===== config.mk =====
export PLATFORM = sky130hd
export DESIGN_NAME = sum_accumulator_flat
export DESIGN_NICKNAME = d
export VERILOG_FILES = /design/src/rtl/sum_acc_if.sv /design/src/rtl/sum_accumulator.sv /design/src/flat_wrapper.sv
export SDC_FILE = /design/constraint.sdc
export NUM_CORES = 1
export LEC_CHECK = 0
export ABC_CLOCK_PERIOD_IN_PS = 5520
export CORE_AREA = 4 4 84 86
export CTS_CLUSTER_SIZE = 28
export DETAILED_ROUTE_END_ITERATION = 16
export DIE_AREA = 0 0 88 90
export GPL_ROUTABILITY_DRIVEN = 0
export PLACE_DENSITY = 0.93
export REMOVE_ABC_BUFFERS = 1
export SETUP_SLACK_MARGIN = 0.3
export SYNTH_ARGS = -nofsm -noshare
export SYNTH_HDL_FRONTEND = slang
export SYNTH_SLANG_ARGS = --single-unit

===== constraint.sdc =====
create_clock -name clk -period 5.52 [get_ports clk]
set_clock_uncertainty 0.2 [all_clocks]
set_input_delay 1.104 -clock clk [delete_from_list [all_inputs] [get_ports clk]]
set_output_delay 1.104 -clock clk [all_outputs]
set_load 0.01 [all_outputs]

===== src/rtl/sum_acc_if.sv =====
// Stream bundle for sum_accumulator: per-pair sum input side and framed-total output side.
// The slave modport is the accumulator's view; the master modport is the producer/consumer view.
interface sum_acc_if #(
    parameter int SIZE  = 16,
    parameter int ACC_W = 19
);
    logic             in_valid;
    logic             in_ready;
    logic [SIZE:0]    in_sum;
    logic             flush;
    logic             out_valid;
    logic             out_ready;
    logic [ACC_W-1:0] out_acc;
    logic [7:0]       out_beats;
    logic             out_ovf;

    modport master (
        output in_valid, in_sum, flush, out_ready,
        input  in_ready, out_valid, out_acc, out_beats, out_ovf
    );

    modport slave (
        input  in_valid, in_sum, flush, out_ready,
        output in_ready, out_valid, out_acc, out_beats, out_ovf
    );
endinterface


===== src/rtl/sum_accumulator.sv =====
// Accumulates frames of COUNT adder sums (or fewer on flush) and presents the frame total.
// Optional macro SUM_ACC_SATURATE_EN: clamp the accumulator to all-ones on overflow instead of wrapping.
module sum_accumulator #(
    parameter int SIZE  = 16,
    parameter int COUNT = 4,
    parameter int ACC_W = 19
) (
    input  logic      clk,
    input  logic      rst_n,
    sum_acc_if.slave  bus
);
    localparam logic [0:0] ST_ACCUM = 1'b0;
    localparam logic [0:0] ST_HOLD  = 1'b1;
    localparam logic [7:0] COUNT_B  = 8'(COUNT);

    logic [0:0]       state_q, state_d;
    logic [ACC_W-1:0] acc_q, acc_d;
    logic [7:0]       beats_q, beats_d;
    logic             ovf_q, ovf_d;
    logic             out_valid_q, out_valid_d;
    logic [ACC_W-1:0] out_acc_q, out_acc_d;
    logic [7:0]       out_beats_q, out_beats_d;
    logic             out_ovf_q, out_ovf_d;

    logic [SIZE:0]    in_sum_s;
    logic [ACC_W:0]   sum_s;
    logic [ACC_W-1:0] acc_new_s;
    logic             beat_s;
    logic             close_s;

    assign in_sum_s = bus.in_sum;

    // Widened add exposes the carry out of ACC_W; the overflow flag stays sticky for the frame.
    always_comb begin
        sum_s = {1'b0, acc_q} + (ACC_W + 1)'(in_sum_s);
`ifdef SUM_ACC_SATURATE_EN
        if (sum_s[ACC_W] || ovf_q) begin
            acc_new_s = {ACC_W{1'b1}};
        end else begin
            acc_new_s = sum_s[ACC_W-1:0];
        end
`else
        acc_new_s = sum_s[ACC_W-1:0];
`endif
    end

    // Next-state logic for the ACCUM/HOLD controller, running totals and result registers.
    always_comb begin
        state_d     = state_q;
        acc_d       = acc_q;
        beats_d     = beats_q;
        ovf_d       = ovf_q;
        out_valid_d = out_valid_q;
        out_acc_d   = out_acc_q;
        out_beats_d = out_beats_q;
        out_ovf_d   = out_ovf_q;
        beat_s      = 1'b0;
        close_s     = 1'b0;
        case (state_q)
            ST_ACCUM: begin
                beat_s = bus.in_valid;
                if (beat_s) begin
                    acc_d   = acc_new_s;
                    beats_d = beats_q + 8'd1;
                    ovf_d   = ovf_q | sum_s[ACC_W];
                end else begin
                    acc_d   = acc_q;
                    beats_d = beats_q;
                    ovf_d   = ovf_q;
                end
                // A flush with nothing collected and no beat this cycle has no frame to close.
                close_s = (beat_s && (beats_d == COUNT_B)) || (bus.flush && (beats_d != 8'd0));
                if (close_s) begin
                    out_valid_d = 1'b1;
                    out_acc_d   = acc_d;
                    out_beats_d = beats_d;
                    out_ovf_d   = ovf_d;
                    state_d     = ST_HOLD;
                end else begin
                    state_d     = ST_ACCUM;
                end
            end
            ST_HOLD: begin
                if (bus.out_ready) begin
                    out_valid_d = 1'b0;
                    acc_d       = {ACC_W{1'b0}};
                    beats_d     = 8'd0;
                    ovf_d       = 1'b0;
                    state_d     = ST_ACCUM;
                end else begin
                    state_d     = ST_HOLD;
                end
            end
            default: begin
                state_d = ST_ACCUM;
            end
        endcase
    end

    // State and output registers; reset discards any partial frame or pending result.
    always_ff @(posedge clk or negedge rst_n) begin
        if (!rst_n) begin
            state_q     <= ST_ACCUM;
            acc_q       <= {ACC_W{1'b0}};
            beats_q     <= 8'd0;
            ovf_q       <= 1'b0;
            out_valid_q <= 1'b0;
            out_acc_q   <= {ACC_W{1'b0}};
            out_beats_q <= 8'd0;
            out_ovf_q   <= 1'b0;
        end else begin
            state_q     <= state_d;
            acc_q       <= acc_d;
            beats_q     <= beats_d;
            ovf_q       <= ovf_d;
            out_valid_q <= out_valid_d;
            out_acc_q   <= out_acc_d;
            out_beats_q <= out_beats_d;
            out_ovf_q   <= out_ovf_d;
        end
    end

    assign bus.in_ready  = (state_q == ST_ACCUM) && rst_n;
    assign bus.out_valid = out_valid_q;
    assign bus.out_acc   = out_acc_q;
    assign bus.out_beats = out_beats_q;
    assign bus.out_ovf   = out_ovf_q;

endmodule


===== src/flat_wrapper.sv =====
// flat-port wrapper written by rule: the top's interface ports become plain ports
module sum_accumulator_flat 
#(
    parameter int SIZE  = 16,
    parameter int COUNT = 4,
    parameter int ACC_W = 19
)
  (clk, rst_n, bus_in_valid, bus_in_sum, bus_flush, bus_out_ready, bus_in_ready, bus_out_valid, bus_out_acc, bus_out_beats, bus_out_ovf);
  sum_acc_if #(.SIZE(SIZE), .ACC_W(ACC_W)) bus_i ();
  input  logic clk;
  input  logic rst_n;
  input wire logic [$bits(bus_i.in_valid)-1:0] bus_in_valid;
  input wire logic [$bits(bus_i.in_sum)-1:0] bus_in_sum;
  input wire logic [$bits(bus_i.flush)-1:0] bus_flush;
  input wire logic [$bits(bus_i.out_ready)-1:0] bus_out_ready;
  output wire logic [$bits(bus_i.in_ready)-1:0] bus_in_ready;
  output wire logic [$bits(bus_i.out_valid)-1:0] bus_out_valid;
  output wire logic [$bits(bus_i.out_acc)-1:0] bus_out_acc;
  output wire logic [$bits(bus_i.out_beats)-1:0] bus_out_beats;
  output wire logic [$bits(bus_i.out_ovf)-1:0] bus_out_ovf;
  assign bus_i.in_valid = bus_in_valid;
  assign bus_i.in_sum = bus_in_sum;
  assign bus_i.flush = bus_flush;
  assign bus_i.out_ready = bus_out_ready;
  assign bus_in_ready = bus_i.in_ready;
  assign bus_out_valid = bus_i.out_valid;
  assign bus_out_acc = bus_i.out_acc;
  assign bus_out_beats = bus_i.out_beats;
  assign bus_out_ovf = bus_i.out_ovf;
  sum_accumulator #(.SIZE(SIZE), .COUNT(COUNT), .ACC_W(ACC_W)) u_core (.clk(clk), .rst_n(rst_n), .bus(bus_i));
endmodule

Word-level counts from Yosys, hierarchy flattened --
Index checks and enable logic that the tools add are counted.
Storage, ports and cells: bits in registers 58, logic and storage cells 37
Cells by class: $add $sub $neg 2, eq/ne operators 3, mux-type cells 15, bitwise logic cells 2, reductions and logical operators 7
Operators with widths (number):
- $mux 19 | 2
- $pmux 19 s2 | 1
- $mux 8 | 3
- $add 19x17->20 | 1
- $pmux 8 s2 | 1
- $add 8x1->8 const B | 1
- $eq 8x3->1 const B | 1
- $reduce_bool 8->1 | 1
- $pmux 1 s2 | 3
- $mux 1 | 5
- $reduce_and 2->1 | 2
- $logic_and 1x1->1 | 3
- $ne 2x1->1 const B | 1
- $ne 2x2->1 const B | 1
- $logic_or 1x1->1 | 1
- $not 1->1 | 1
- $or 1x1->1 | 1

Longest topological paths before layout --
depth in word-level cells 8, mapped depth 9

Least setup slack after synthesis --
OpenSTA, ideal clock, no wires.
path kind input to register, start input bus_in_sum[0], end register u_core.out_acc_q[18] (netlist: u_core.bus.out_acc[18]), library setup time 0.125 ns, arrival time 2.939 ns, data required time 5.195 ns, slack 2.256 ns, stages on the path 8, path buffers 0, cells stage by stage ha_1 > fa_1 > a21oi_1 > o211ai_1 > a22oi_1 > a2111oi_0 > a311o_1 > mux2_4
On the way: cells in the longest elaborated chain, start to end 2
Ends and longest elaborated chain:
- start, declared | RTL line flat_wrapper.sv:13 | input wire logic [$bits(bus_i.in_sum)-1:0] bus_in_sum;
- $add 19x17->20 | RTL line sum_accumulator.sv:35 | sum_s = {1'b0, acc_q} + (ACC_W + 1)'(in_sum_s);
- $mux 19 | RTL line sum_accumulator.sv:62 | if (beat_s) begin
- end signal, assigned | RTL line sum_accumulator.sv:108 | out_acc_q <= {ACC_W{1'b0}};
- end signal, assigned | RTL line sum_accumulator.sv:117 | out_acc_q <= out_acc_d;
- end, declared | RTL line sum_accumulator.sv:21 | logic [ACC_W-1:0] out_acc_q, out_acc_d;
No other way between the ends. A chain may end at the register's enable or synchronous reset.

Worst setup path after layout --
start input bus_in_valid, end register u_core.out_beats_q[0] (netlist: u_core.bus.out_beats[0])
On the way: cells in the longest elaborated chain, start to end 6, elaborated cells on any way between the ends 8, those cells by class eq/ne (1); mux (2); reduce/logical (5)
Ends and longest elaborated chain:
- start, declared | RTL line flat_wrapper.sv:12 | input wire logic [$bits(bus_i.in_valid)-1:0] bus_in_valid;
- $mux 8 | RTL line sum_accumulator.sv:62
- $mux 8 | RTL line sum_accumulator.sv:59 | case (state_q)
- $eq 8x3->1 / $reduce_bool 8->1 (equally long branches) | RTL line sum_accumulator.sv:72 | close_s = (beat_s && (beats_d == COUNT_B)) || (bus.flush && (beats_d != 8'd0));
- $logic_and 1x1->1 | RTL line sum_accumulator.sv:72
- $logic_or 1x1->1 | RTL line sum_accumulator.sv:72
- $reduce_and 2->1 (no source line)
- end signal, assigned | RTL line sum_accumulator.sv:118 | out_beats_q <= out_beats_d;
- end, declared | RTL line sum_accumulator.sv:22 | logic [7:0] out_beats_q, out_beats_d;
Several ways; a longest one is shown, not always the timed one. The select of a mux whose other input is x is not followed.

==> flow_summary.toml <==
[worst_hold_path]
min_to = "u_core.bus.out_beats[2]"
min_path_cells = 1
min_from = "u_core.bus.out_beats[2]"
hold_class = "register to register"

[global_routing]
grt_first_pass_wirelength_mm = 15.4
grt_overflow = 0
grtUsageTotal_pct = 24.5
antenna_found_initial = 0
grt_start_max_net_pins = 59
grt_pass1_vias = 3214

[critical_path]
slowest_delay_ns = 0.73
crit_required_ns = 5.55
critPathLaunch = "bus_in_valid"
slowest_stage = "nand2_2"
reg2reg_from = "u_core.beats_q[0]"
cp_cell_sequence = "clkdlybuf4s50_1 -> buf_4 -> nand3b_1 -> a21oi_1 -> nand4_1 -> nand2_2 -> mux2_2"
cp.arrival_ns = 3.86
critPathLaunchType = "input port"
rrSetupSlack_ns = 2.37
r2r_cells = 7
crit_type = "input port to register"
worstSetupEndpointType = "register"
rr_endpoint = "u_core.bus.out_beats[0]"
critical_path.max_fanout = 32

[cts]
cts_resized = 0
cts_hold_buffers = 0
clkSlewWorstSetupHoldPaths_ns = 0.07
cts_buffer_depth = 2
h-tree-depth = 3
cts.sinks = 58
cts_buffers = 9
tritoncts = "built"
post_cts_buffers = 0
clock_latency_ns = 0.34
ctsRootBufferMaster = "clkbuf_8"

[sta]
timing.final.crit_share_pct = 69.5
finalMaxSlewViolations = 0
rsz0062_at_grt = "no"
tns_ns = 0
tightest_slew_ns = 0.922
setup_viol_count_final = 0
holdWs_ns = 0.317
fin_crit_ns = 3.83
relSlewSlack_pct = 38.3
max_freq_mhz = 261
final_hold_viol_count = 0

[die]
initial_core_util_pct = 58.6
core_region_area_um2 = 6280
fp.dieH_um = 90
die_width_um = 88
design.die.area_um2 = 7920
io_pins = 52
rows = 29

[logic_synthesis]
postSynthCellCount = 386
yosysWarnings = 0
syn_area_um2 = 3680
synth-edff-count = 0
avgSynthCellArea_um2 = 9.53
synth-seq-area-share_pct = 39.5
ys_types = 57
async_flop_share_pct = 100
synth-main-ff-cell = "dfrtp_1"
ys_seq_elements = 58

[power]
netSwitchingPower_mw = 0.982
cellPowerDensity_nw_per_um2 = 549
power_mw = 2.43
p_seq_share_pct = 30.3
clkPwrFrac_pct = 18.1
combPwrFrac_pct = 51.6
swShare_pct = 40.5
intPower_mw = 1.44
ir_drop_uv = 298
p_leak_nw = 1.96

[drt]
totalWireLength_mm = 9.13
avgRoutedWirePerCell_um = 17.8
vias_per_cell = 6.27
drt_first_pass_iters = 8
vias = 3224
drc = 0
antenna_left = 0
drt_iter0_markers = 355

[finish]
antennaDiodeCount = 0
final_common_cell = "dfrtp_1"
final_cell_mix = "dfrtp_1 (58), clkdlybuf4s50_1 (50), nand2_1 (36)"
syn_to_final_growth_pct = 20.0
instances_no_fill = 514
layout.nets = 473
multi_input_area_um2 = 2010
seq_area_um2 = 1450
drive_gt1_share_pct = 9.84
fillers = 467

[job]
maxCapViolCount = 0

[status]
outcome = "finished clean"

[placed_design]
port_buffers = 51
hpwlAfterDp_mm = 6.18
dp.cells = 498
synth_stat cells, drive strengths merged, types with 2 or more instances:
| cell type | instances | area share [%] |
|---|---|---|
| a21boi | 2 | 0.41 |
| o41ai | 2 | 0.48 |
| a31oi | 2 | 0.34 |
| xor2 | 6 | 1.4 |
| and3 | 2 | 0.34 |
| inv | 26 | 2.7 |
| o22ai | 10 | 1.7 |
| ha | 18 | 6.1 |
| a22o | 2 | 0.48 |
| o221ai | 2 | 0.48 |
| mux2i | 27 | 7.3 |
| buf | 8 | 1.8 |
| nand2 | 37 | 3.8 |
| o2bb2ai | 2 | 0.48 |
| nand4 | 7 | 1.5 |
| a2111oi | 3 | 0.71 |
| o211ai | 3 | 0.61 |
| nand3 | 15 | 2.0 |
| nor4 | 2 | 0.34 |
| o31ai | 6 | 1.2 |
| nor2 | 21 | 2.1 |
| xnor2 | 13 | 3.1 |
| o21bai | 2 | 0.41 |
| nor3 | 4 | 0.54 |
| o21ai | 27 | 3.7 |
| a22oi | 2 | 0.41 |
| or2 | 3 | 0.51 |
| dfrtp | 58 | 39 |
| mux2 | 14 | 5.2 |
| and2 | 3 | 0.51 |
| a21oi | 26 | 3.5 |
| clkbuf | 12 | 1.3 |
| nor2b | 3 | 0.51 |
| a21o | 2 | 0.41 |
layout make-up:
type | instances | share of cell area [%]
clock buffer | 11 | 3.20
inverter | 26 | 2.21
sequential | 58 | 32.9
clock inverter | 5 | 1.76
tap | 77 | 2.18
multi-input combinational | 282 | 45.6
timing repair buffer | 55 | 12.1
through the flow:
stage / instance area, um^2 / worst slack (ns) / utilization (%)
2_1_floorplan: 3560 / 2.26 / -
3_3_place_gp: 4200 / 1.49 / 66.8
3_5_place_dp: 4200 / 1.44 / 66.8
4_1_cts: 4410 / 1.76 / 70.3
5_1_grt: 4410 / 1.60 / 70.3
6_report: 4410 / 1.69 / 70.3
power by group through the flow:
stage / logic, mW / registers, mW / clock network, mW
2_1_floorplan: 0.773 / 0.762 / 0
3_3_place_gp: 1.16 / 0.726 / 0
3_5_place_dp: 1.22 / 0.736 / 0
4_1_cts: 1.24 / 0.734 / 0.442
5_1_grt: 1.37 / 0.755 / 0.464
6_report: 1.25 / 0.736 / 0.438
cell families after synthesis:
kind of cell               count (synthesis)  synth area share, %
AOI/OAI and AO/OA                        103                 18.1
and+or+nand+nor                          100                 12.9
DFF                                       58                 39.5
buffers and inverters                     46                 5.75
muxes                                     41                 12.6
xor gates and xnor gates                  19                 4.53
adders and majority gates                 19                 6.67
critical path, delay by kind of cell:
kind	cells	cell delay (ns)
compound gates	1	0.19
simple gates	3	1.10
buf+inv	2	1.03
mux	1	0.42
state kept, by name (all words and copies together) (netlist names):
signal                cells
u_core.bus.out_beats      8
u_core.acc_q             19
u_core.bus.out_acc       19
u_core.bus.out_ovf        1
u_core.beats_q            8
u_core.ovf_q              1
u_core.bus.out_valid      1
u_core.state_q            1
routing by layer:
layer / GRT usage [%] / part of all wire [%]
met1: 32.2 / 41
met2: 39.1 / 48
met3: 4.84 / 6.7
met4: 10.2 / 3.9
met5: 0 / 0
how the worst max path moves through the flow:
stage	slack [ns]	to	depth (start not counted)
finish	1.69	u_core.bus.out_beats[0]	7
CTS	1.76	u_core.bus.out_beats[0]	7
detailed placement	1.44	u_core.bus.out_beats[1]	7
floorplan	2.26	u_core.bus.out_acc[18]	8
global route	1.60	u_core.bus.out_beats[0]	7
global placement	1.49	u_core.bus.out_beats[0]	7
Power figures use the tool's default switching activity.
